[config.mk]
export PLATFORM = sky130hd
export DESIGN_NAME = timeout_event_fifo
export DESIGN_NICKNAME = d
export VERILOG_FILES = /design/src/rtl/timeout_event_fifo.sv
export SDC_FILE = /design/constraint.sdc
export NUM_CORES = 1
export LEC_CHECK = 0
export ABC_AREA = 1
export CELL_PAD_IN_SITES_DETAIL_PLACEMENT = 0
export CELL_PAD_IN_SITES_GLOBAL_PLACEMENT = 1
export CORE_MARGIN = 3
export CORE_UTILIZATION = 38
export DETAILED_ROUTE_END_ITERATION = 6
export GPL_TIMING_DRIVEN = 0
export PLACE_DENSITY_LB_ADDON = 0.3
export SETUP_SLACK_MARGIN = 0.02
export SLEW_MARGIN = 20
export SYNTH_ARGS = -nofsm -noshare
export SYNTH_HDL_FRONTEND = slang
export SYNTH_SLANG_ARGS = --single-unit
[constraint.sdc]
create_clock -name clk -period 4.36 [get_ports clk]
set_input_delay 0.436 -clock clk [delete_from_list [all_inputs] [get_ports clk]]
set_output_delay 0.436 -clock clk [all_outputs]
set_load 0.01 [all_outputs]
[src/rtl/timeout_event_fifo.sv]
// Timestamps rising edges of the counter's timeout, tags them with direction and count,
// and queues them in a show-ahead FIFO popped over valid/ready, with overflow accounting.
module timeout_event_fifo #(
  parameter int CNT_WIDTH   = 4,
  parameter int DEPTH       = 4,
  parameter int STAMP_WIDTH = 8
) (
  input  logic                   clk,
  input  logic                   reset,
  input  logic                   timeout,
  input  logic [CNT_WIDTH-1:0]   cntout,
  input  logic                   dn_up,
  input  logic                   ev_ready,
  input  logic                   clr_ovf,
  output logic                   ev_valid,
  output logic [STAMP_WIDTH-1:0] ev_stamp,
  output logic                   ev_dir,
  output logic [CNT_WIDTH-1:0]   ev_cnt,
  output logic [$clog2(DEPTH):0] level,
  output logic                   full,
  output logic                   ovf,
  output logic [7:0]             drop_cnt
);
  localparam int PTR_W = $clog2(DEPTH);
  localparam int LVL_W = PTR_W + 1;

  typedef struct packed {
    logic [STAMP_WIDTH-1:0] stamp;
    logic                   dir;
    logic [CNT_WIDTH-1:0]   cnt;
  } entry_t;

  logic [STAMP_WIDTH-1:0] stamp_q, stamp_d;
  logic                   timeout_q, timeout_d;
  logic [PTR_W-1:0]       wr_ptr_q, wr_ptr_d;
  logic [PTR_W-1:0]       rd_ptr_q, rd_ptr_d;
  logic [LVL_W-1:0]       level_q, level_d;
  logic                   ovf_q, ovf_d;
  logic [7:0]             drop_cnt_q, drop_cnt_d;
  entry_t                 mem_q [DEPTH];
  entry_t                 wr_entry;
  entry_t                 head;
  logic                   ev_det, pop, push, drop;
  logic                   not_empty, is_full;

  always_comb begin
    not_empty = (level_q != '0);
    is_full   = (level_q == LVL_W'(DEPTH));
    ev_det    = timeout & ~timeout_q;
    pop       = not_empty & ev_ready;
    // A full FIFO still accepts an event when the head leaves in the same cycle.
    push      = ev_det & (~is_full | pop);
    drop      = ev_det & is_full & ~pop;

    wr_entry.stamp = stamp_q;
    wr_entry.dir   = dn_up;
    wr_entry.cnt   = cntout;

    stamp_d   = stamp_q + STAMP_WIDTH'(1);
    timeout_d = timeout;
    wr_ptr_d  = push ? wr_ptr_q + PTR_W'(1) : wr_ptr_q;
    rd_ptr_d  = pop  ? rd_ptr_q + PTR_W'(1) : rd_ptr_q;
    level_d   = level_q + LVL_W'(push) - LVL_W'(pop);

    ovf_d      = ovf_q;
    drop_cnt_d = drop_cnt_q;
    if (clr_ovf) begin
      ovf_d      = 1'b0;
      drop_cnt_d = '0;
    end
    // Applied after the clear so a same-cycle drop leaves ovf=1, drop_cnt=1.
    if (drop) begin
      ovf_d = 1'b1;
      if (drop_cnt_d != 8'hFF) drop_cnt_d = drop_cnt_d + 8'd1;
    end
  end

  always_ff @(posedge clk) begin
    if (reset) begin
      stamp_q    <= '0;
      timeout_q  <= 1'b1;
      wr_ptr_q   <= '0;
      rd_ptr_q   <= '0;
      level_q    <= '0;
      ovf_q      <= 1'b0;
      drop_cnt_q <= '0;
    end else begin
      stamp_q    <= stamp_d;
      timeout_q  <= timeout_d;
      wr_ptr_q   <= wr_ptr_d;
      rd_ptr_q   <= rd_ptr_d;
      level_q    <= level_d;
      ovf_q      <= ovf_d;
      drop_cnt_q <= drop_cnt_d;
    end
  end

  always_ff @(posedge clk) begin
    if (!reset && push) mem_q[wr_ptr_q] <= wr_entry;
  end

  always_comb begin
    head     = mem_q[rd_ptr_q];
    ev_valid = not_empty;
    ev_stamp = not_empty ? head.stamp : '0;
    ev_dir   = not_empty ? head.dir   : 1'b0;
    ev_cnt   = not_empty ? head.cnt   : '0;
    level    = level_q;
    full     = is_full;
    ovf      = ovf_q;
    drop_cnt = drop_cnt_q;
  end

endmodule

# --- Word level (Yosys, flattened, before mapping) ---
# Memories as Yosys holds them, arrays and structs flattened. A register that Yosys moved wholly into a read port is not among the register bits.
# Cells that the tools add are included.
totals:
  regBits: 25
  ramBits: 52
  inputBits: 10
  out_inout_bits: 27
  memories: 1
memory_table:
  columns: ["name", "words", "width", "rd", "rd_clocked_by_memory_dff", "write_ports", "line_no", "source"]
  rows:
  - ["mem_q", 4, 13, 1, 1, 1, "40", "entry_t mem_q [DEPTH];"]
op_classes:
  addsub: 6
  n_eq_ne: 2
  mux: 12
  n_bitwise: 9
  n_reduce_logical: 4
op_table:
  columns: ["operator", "count"]
  rows:
  - ["two-way mux 8 bit", 4]
  - ["adder 8 x 1 -> 8 bit, second input constant", 2]
  - ["!= test 8 bit, second input constant", 1]
  - ["bitwise AND 1 bit", 5]
  - ["two-way mux 1 bit", 5]
  - ["adder 2 x 1 -> 2 bit, second input constant", 2]
  - ["two-way mux 2 bit", 2]
  - ["two-way mux 4 bit", 1]
  - ["adder 3 x 1 -> 3 bit", 1]
  - ["== test 3 bit, second input constant", 1]
  - ["inverter 1 bit", 3]
  - ["nonzero test 3 bit", 1]
  - ["subtractor 3 x 1 -> 3 bit", 1]
  - ["nonzero test 2 bit", 1]
  - ["logical AND 1 bit", 1]
  - ["logical NOT 1 bit", 1]
  - ["OR 1 bit", 1]

# --- Longest topological paths before layout ---
# Gate-level depths: netlist (run 1).
logic_depth:
  word_depth: 7
  ltp_mapped: 13

# --- Least setup slack after synthesis (run 1) ---
# No wires, ideal clock.
synth_path:
  kind: "flip-flop to flip-flop"
  startpoint: "reg level_q[1] (netlist: level[1])"
  endpoint: "reg level_q[2] (netlist: level[2])"
  setup_ns: 0.070
  arrival_time_ns: 1.878
  required_ns: 4.290
  slack_ns: 2.412
  stages_incl_launch_ff: 13
  period_less_slack_ns: 1.948
  cell_sequence: "dfxtp_1 -> nor2_2 -> nand2_1 -> inv_2 -> nor2_2 -> inv_1 -> o21ai_0 -> ha_1 -> inv_1 -> fa_1 -> inv_1 -> o21ai_0 -> a21oi_1"
synth_via:
  elab_chain_cells: 6
synth_lines:
  columns: ["item", "line_no", "source"]
  rows:
  - ["from (decl)", "37", "logic [LVL_W-1:0] level_q, level_d;"]
  - ["from (signal assigned)", "92", "level_q <= level_d;"]
  - ["nonzero test 3 bit (*)", "47", "not_empty = (level_q != '0);"]
  - ["named net ev_valid", "15", "output logic ev_valid,"]
  - ["bitwise AND 1 bit (*)", "50", "pop = not_empty & ev_ready;"]
  - ["OR 1 bit", "52", "push = ev_det & (~is_full | pop);"]
  - ["bitwise AND 1 bit", "52", null]
  - ["adder 3 x 1 -> 3 bit", "63", "level_d = level_q + LVL_W'(push) - LVL_W'(pop);"]
  - ["subtractor 3 x 1 -> 3 bit (*)", "63", null]
# The timed path passes the listed nets; every way through them passes the cells marked *.
# A chain may end at the register's enable or synchronous reset.

==> results by group, run 1 <==
STA
  – Final setup margin: 1560 ps
  – Min Hold Slack: 400 ps
  – Fmax: 357 MHz
  – Setup Viol. Count Final: 0
  – Final worst-path cycle share: 64.3%
  – Pins Over Slew Limit: 0
  – Clock skew: 9.92 ps
  – Least-Margin Pin Slew: 812 ps
  – Final Hold Fails: 0
  – Final worst path period need: 2800 ps
  – Max_slew headroom: 45.8%
  – Setup TNS: 0 ps
  – RSZ-0062 raised after global routing: no

Die
  – Initial Util: 40.2%
  – I/O pins: 37
  – Width of the die: 101 um
  – Core Area: 8460 um^2
  – Die H: 101 um
  – Die area: 10100 um^2
  – Row count: 33

Clocking
  – Clock Sink Count: 79
  – Post-CTS sizing: 0
  – CTS Hold Bufs: 0
  – Max clock buf depth: 2
  – Postcts setup bufs: 0
  – CTS root buf: clkbuf_8
  – CTS tree: built
  – H-tree Lvls: 3
  – CTS clock-pin slew for the worst setup and hold paths: 80 ps
  – CTS buffer count: 9
  – Insertion delay to the later sink of the worst-skew pair: 340 ps

Routing
  – Routed WL per cell: 13.7 um
  – Drt drc: 0
  – DR vias/cell: 4.74
  – Antenna-violating nets left: 0
  – DRT iter0 DRCs: 70
  – Drt total wl: 6810 um
  – Drt pass-1 iters: 4
  – Routed vias: 2363

Setup path
  – CP top delay family: buffers and inverters
  – Critical setup path kind: register to output port
  – CP max stage delay: 570 ps
  – CP arrival: 2370 ps
  – CP Cell Sequence: buf_2 -> inv_2 -> clkbuf_1 -> o21ai_0 -> a21oi_1 -> clkdlybuf4s50_1
  – Startpoint Class: register
  – CP Capture Type: output port
  – WP data required: 3920 ps
  – WP buf/inv: 4
  – Crit Path Max Fanout: 10
  – CP max stage cell: clkdlybuf4s50_1

Global route
  – Largest net degree at the start of global routing: 14
  – Total grt overflow: 0
  – Total GRT Usage: 14.2%
  – Initial antenna violation count: 0
  – First-pass GRT wire length: 11200 um
  – Number of global-route vias before repair: 2284

Placed design
  – GP Congestion: 0.785
  – Detailed Place HPWL: 4470 um
  – Port Buf Inserts: 35
  – Worst slack, placed: 1760 ps
  – Placed Instances: 482

Logic synthesis
  – Mapped Nets: 360
  – Share of the synthesized area in the top cell type: 45.9%
  – Synth Register Bits: 79
  – Synth warnings: 0
  – Sequential area share after synthesis: 61.8%
  – Post-Syn Area: 3400 um^2
  – Synth area leader: edfxtp_1
  – Syn Area/Cell: 9.95 um^2
  – Synth cell types: 32
  – Synth area leaders: edfxtp_1 (46%), dfxtp_1 (16%), nor2_1 (8.2%)
  – Cells after Synth: 342

Cells and area
  – Area Growth Syn to Fin: 19.3%
  – Commonest non-fill, non-tap cell in the layout: nor2_1
  – Most frequent cells in the layout: nor2_1 (70), edfxtp_1 (52), inv_1 (36), o21ai_0 (36), clkdlybuf4s50_1 (35)
  – ANT cells: 0
  – Share of layout cells above drive strength 1: 11.5%
  – Non-filler cells, final: 498
  – Total Nets Final: 406

Min path
  – HP Class: input pin to register

Power and ir drop
  – PD cells: 483 nW/um^2
  – P_leak: 0.00150 uW
  – Pwr Total: 1960 uW
  – Worst VDD drop: 0.216 mV

Outcome
  – Status: complete, no violations

Job
  – Max Cap Viol: 0
[registers in the layout (all words and copies together), names as in the netlist, named ones only]
signal,count
rd_ptr_q,2
ovf,1
stamp_q,8
mem_q,52
level,3
timeout_q,1
drop_cnt,8
wr_ptr_q,2
[worst reg2reg max path: cells and delay by family, from the launching register on]
kind | cells | cell delay, ps
DFF | 1 | 470
and+or+nand+nor | 5 | 1120
buffers and inverters | 1 | 90
[synthesized netlist by cell type (all sizes together)]
library cell / number
fa: 1
nor2: 84
dfxtp: 27
o21a: 1
nor3: 5
a31oi: 1
a21oi: 24
nand4: 3
and3: 1
xnor2: 1
edfxtp: 52
ha: 7
nand3b: 1
and2: 1
nor4: 1
buf: 5
inv: 40
nand3: 11
clkbuf: 5
o21ai: 38
nand2: 33
[report_power, final]
group          switching [uW]  total [uW]  internal (uW)
clock                     258         458            201
combinational             354         644            290
sequential               33.1         860            827
total                     645        1960           1320
[area by class of cell]
type	count	area [um^2]
well taps	105	131
flip-flops and latches	79	2100
inverters	40	153
fillers	798	4410
repair buffers	35	350
multi-input cells	213	1110
plain buffers	10	50.0
clock buffers	9	124
clock inverters	7	40.0
[worst paths after layout]
path	from	end	slack, ps	cells past startpoint
worst max-delay path	register	ev_stamp[0]	1560	6
worst min-delay path	reset	level[0]	400	2
worst max register to register	level[1]	mem_q[1][7]	2290	6
worst min register to register	rd_ptr_q[1]	register	480	2
[metal layers]
layer | GRT usage [%] | vias to the layer above | wire, um
li1 | - | 1224 | -
met4 | 5.60 | 0 | 104
met3 | 2.84 | 10 | 236
met1 | 19.1 | 1085 | 3240
met2 | 22.7 | 44 | 3230
met5 | 0 | - | 0
[metrics by stage]
step / instance area [um^2] / utilization, %
4_1_cts: 4060 / 48.0
3_5_place_dp: 3890 / 46.0
6_report: 4060 / 48.0
3_3_place_gp: 3880 / 45.9
5_1_grt: 4060 / 48.0
2_1_floorplan: 3400 / -
[cells by family (layout without fill, tap and decap cells)]
group	after synthesis	count (layout)	synth area share, %
simple gates	140	140	19.3
flops	79	79	61.8
compound gates	64	64	9.52
buf+inv	50	101	5.96
fa+ha+maj	8	8	3.16
xor+xnor	1	1	0.257
Note: power is estimated with default switching activity, not from simulation.
==> run 2: changes to the inputs <==
==> constraint.sdc (replaced) <==
create_clock -name clk -period 2.7 [get_ports clk]
set_input_delay 0.27 -clock clk [delete_from_list [all_inputs] [get_ports clk]]
set_output_delay 0.27 -clock clk [all_outputs]
set_load 0.01 [all_outputs]
==> run 2 against run 1 <==
Compared with the run above:
- cell area about the same
- utilization about the same
- global-route usage unchanged
- clock power up 62%
- hold slack worse by 170 ps
- first-iteration DRC count unchanged
- total power up 62%
- die area unchanged
- critical path depth unchanged
- sequential cell count unchanged
==> results by group, run 2 (synthesis gave the netlist of run 1 again) <==
Global route
  – Number of global-route vias before repair: 2284
  – First-pass GRT wire length: 11200 um
  – Total grt overflow: 0
  – Largest net degree at the start of global routing: 14
  – Total GRT Usage: 14.2%
  – Initial antenna violation count: 0

Setup path
  – FF-to-FF End: mem_q[0][10]
  – Worst R2R Start: level[1]
  – CP max stage delay: 510 ps
  – R2R setup slack: 630 ps
  – Startpoint Class: register
  – R2R depth: 6
  – Critical setup path kind: register to output port
  – CP arrival: 2220 ps
  – WP data required: 2430 ps
  – Crit Path Max Fanout: 10
  – CP max stage cell: clkdlybuf4s50_1
  – CP Cell Sequence: nor2_2 -> nand2_1 -> inv_2 -> clkbuf_1 -> a21oi_1 -> clkdlybuf4s50_1
  – CP Capture Type: output port

Power and ir drop
  – Worst VDD drop: 0.349 mV
  – PD cells: 781 nW/um^2
  – P_leak: 0.00150 uW

STA
  – Final worst-path cycle share: 92.1%
  – Final worst path period need: 2490 ps
  – Pins Over Slew Limit: 0
  – Least-Margin Pin Slew: 813 ps
  – Setup Viol. Count Final: 0
  – Clock skew: 12.3 ps
  – Final Hold Fails: 0
  – RSZ-0062 raised after global routing: no
  – Max_slew headroom: 45.8%
  – Fmax: 402 MHz

Min path
  – HP Start: reset
  – Hold endpoint: level[0]
  – Worst hold path cell count: 2
  – HP Class: input pin to register

Routing
  – Routed vias: 2367
  – Drt pass-1 iters: 4
  – DR vias/cell: 4.75
  – Routed WL per cell: 13.6 um
  – Drt drc: 0
  – Antenna-violating nets left: 0
  – DRT iter0 DRCs: 70
  – Drt total wl: 6800 um

Clocking
  – Clock Sink Count: 79
  – Max clock buf depth: 2
  – Insertion delay to the later sink of the worst-skew pair: 340 ps
  – CTS Hold Bufs: 0
  – CTS tree: built
  – CTS clock-pin slew for the worst setup and hold paths: 80 ps
  – CTS root buf: clkbuf_8
  – CTS buffer count: 9
  – H-tree Lvls: 3

Cells and area
  – ANT cells: 0
  – Share of layout cells above drive strength 1: 12.0%
  – Non-filler cells, final: 498
  – Reg with most FFs: mem_q
  – Most frequent cells in the layout: nor2_1 (70), edfxtp_1 (52), inv_1 (36), o21ai_0 (36), clkdlybuf4s50_1 (35)
  – Total Nets Final: 406
  – FF/Latch Area: 2100 um^2
  – Fillcell total: 799
  – Max reg flops: 52
  – Commonest non-fill, non-tap cell in the layout: nor2_1
  – Area of the multi-input gates: 1110 um^2
  – Area Growth Syn to Fin: 19.3%
  – Post-Route Utilization: 48.0%

Die
  – Die H: 101 um
  – Core Area: 8460 um^2
  – Width of the die: 101 um
  – I/O pins: 37
  – Die area: 10100 um^2
  – Initial Util: 40.2%
  – Row count: 33

Placed design
  – GP Congestion: 0.785
  – Placed Instances: 482
  – Port Buf Inserts: 35
  – Detailed Place HPWL: 4470 um

Outcome
  – Status: complete, no violations

Job
  – Max Cap Viol: 0
-- run 2: cell type report --
type | count | area share [%]
Clock buffer | 9 | 3.05
Timing Repair Buffer | 35 | 8.63
Buffer | 10 | 1.29
Multi-Input combinational cell | 213 | 27.3
Inverter | 40 | 3.76
Tap cell | 105 | 3.23
Sequential cell | 79 | 51.8
Clock inverter | 7 | 0.986
-- run 2: routing by layer --
metal,vias to the layer above,share of wire (%),global-route usage [%]
met3,10,3.4,2.84
met2,42,47,22.7
met4,0,1.5,5.60
met5,-,0,0
met1,1088,48,19.1
li1,1227,-,-
-- run 2: report_power, final --
part / total, uW / internal, uW / leakage [uW] / switching, uW
registers: 1390 / 1340 / 0.000698 / 53.6
logic: 1040 / 471 / 0.000727 / 569
clock network: 742 / 324 / 0.0000777 / 418
total: 3170 / 2130 / 0.00150 / 1040
-- run 2: metrics by stage --
stage	hold slack (ps)	area, um^2	setup slack (ps)	power [uW]	TNS (ps)
6_report	235	4060	214	3170	0
5_1_grt	242	4060	57.7	3370	0
4_1_cts	218	4060	86.3	3200	0
3_5_place_dp	463	3890	266	2460	0
3_3_place_gp	453	3880	-10.1	2450	-157
2_1_floorplan	369	3400	752	1940	0
-- run 2: what timing repair did --
action / in CTS / in global routing
setup buffers: 0 / 0
gates resized for setup: 0 / 4
setup endpoints to repair: 0 / 11
-- run 2: critical path, delay by kind of cell (launching register included) --
kind	cells	cell delay, ps
buf+inv	3	1110
simple gates	2	230
compound gates	1	140
flops	1	380
-- run 2: how the worst max path moves through the flow --
| stage | endpoint | start | slack, ps |
|---|---|---|---|
| CTS | ev_stamp[0] | register | 90 |
| detailed placement | mem_q[0][11] | ev_ready | 270 |
| finish | ev_stamp[1] | level[1] | 210 |
| global route | ev_stamp[1] | level[1] | 60 |
| floorplan | level[2] | level[1] | 750 |
| global placement | mem_q[1][11] | ev_ready | -10 |
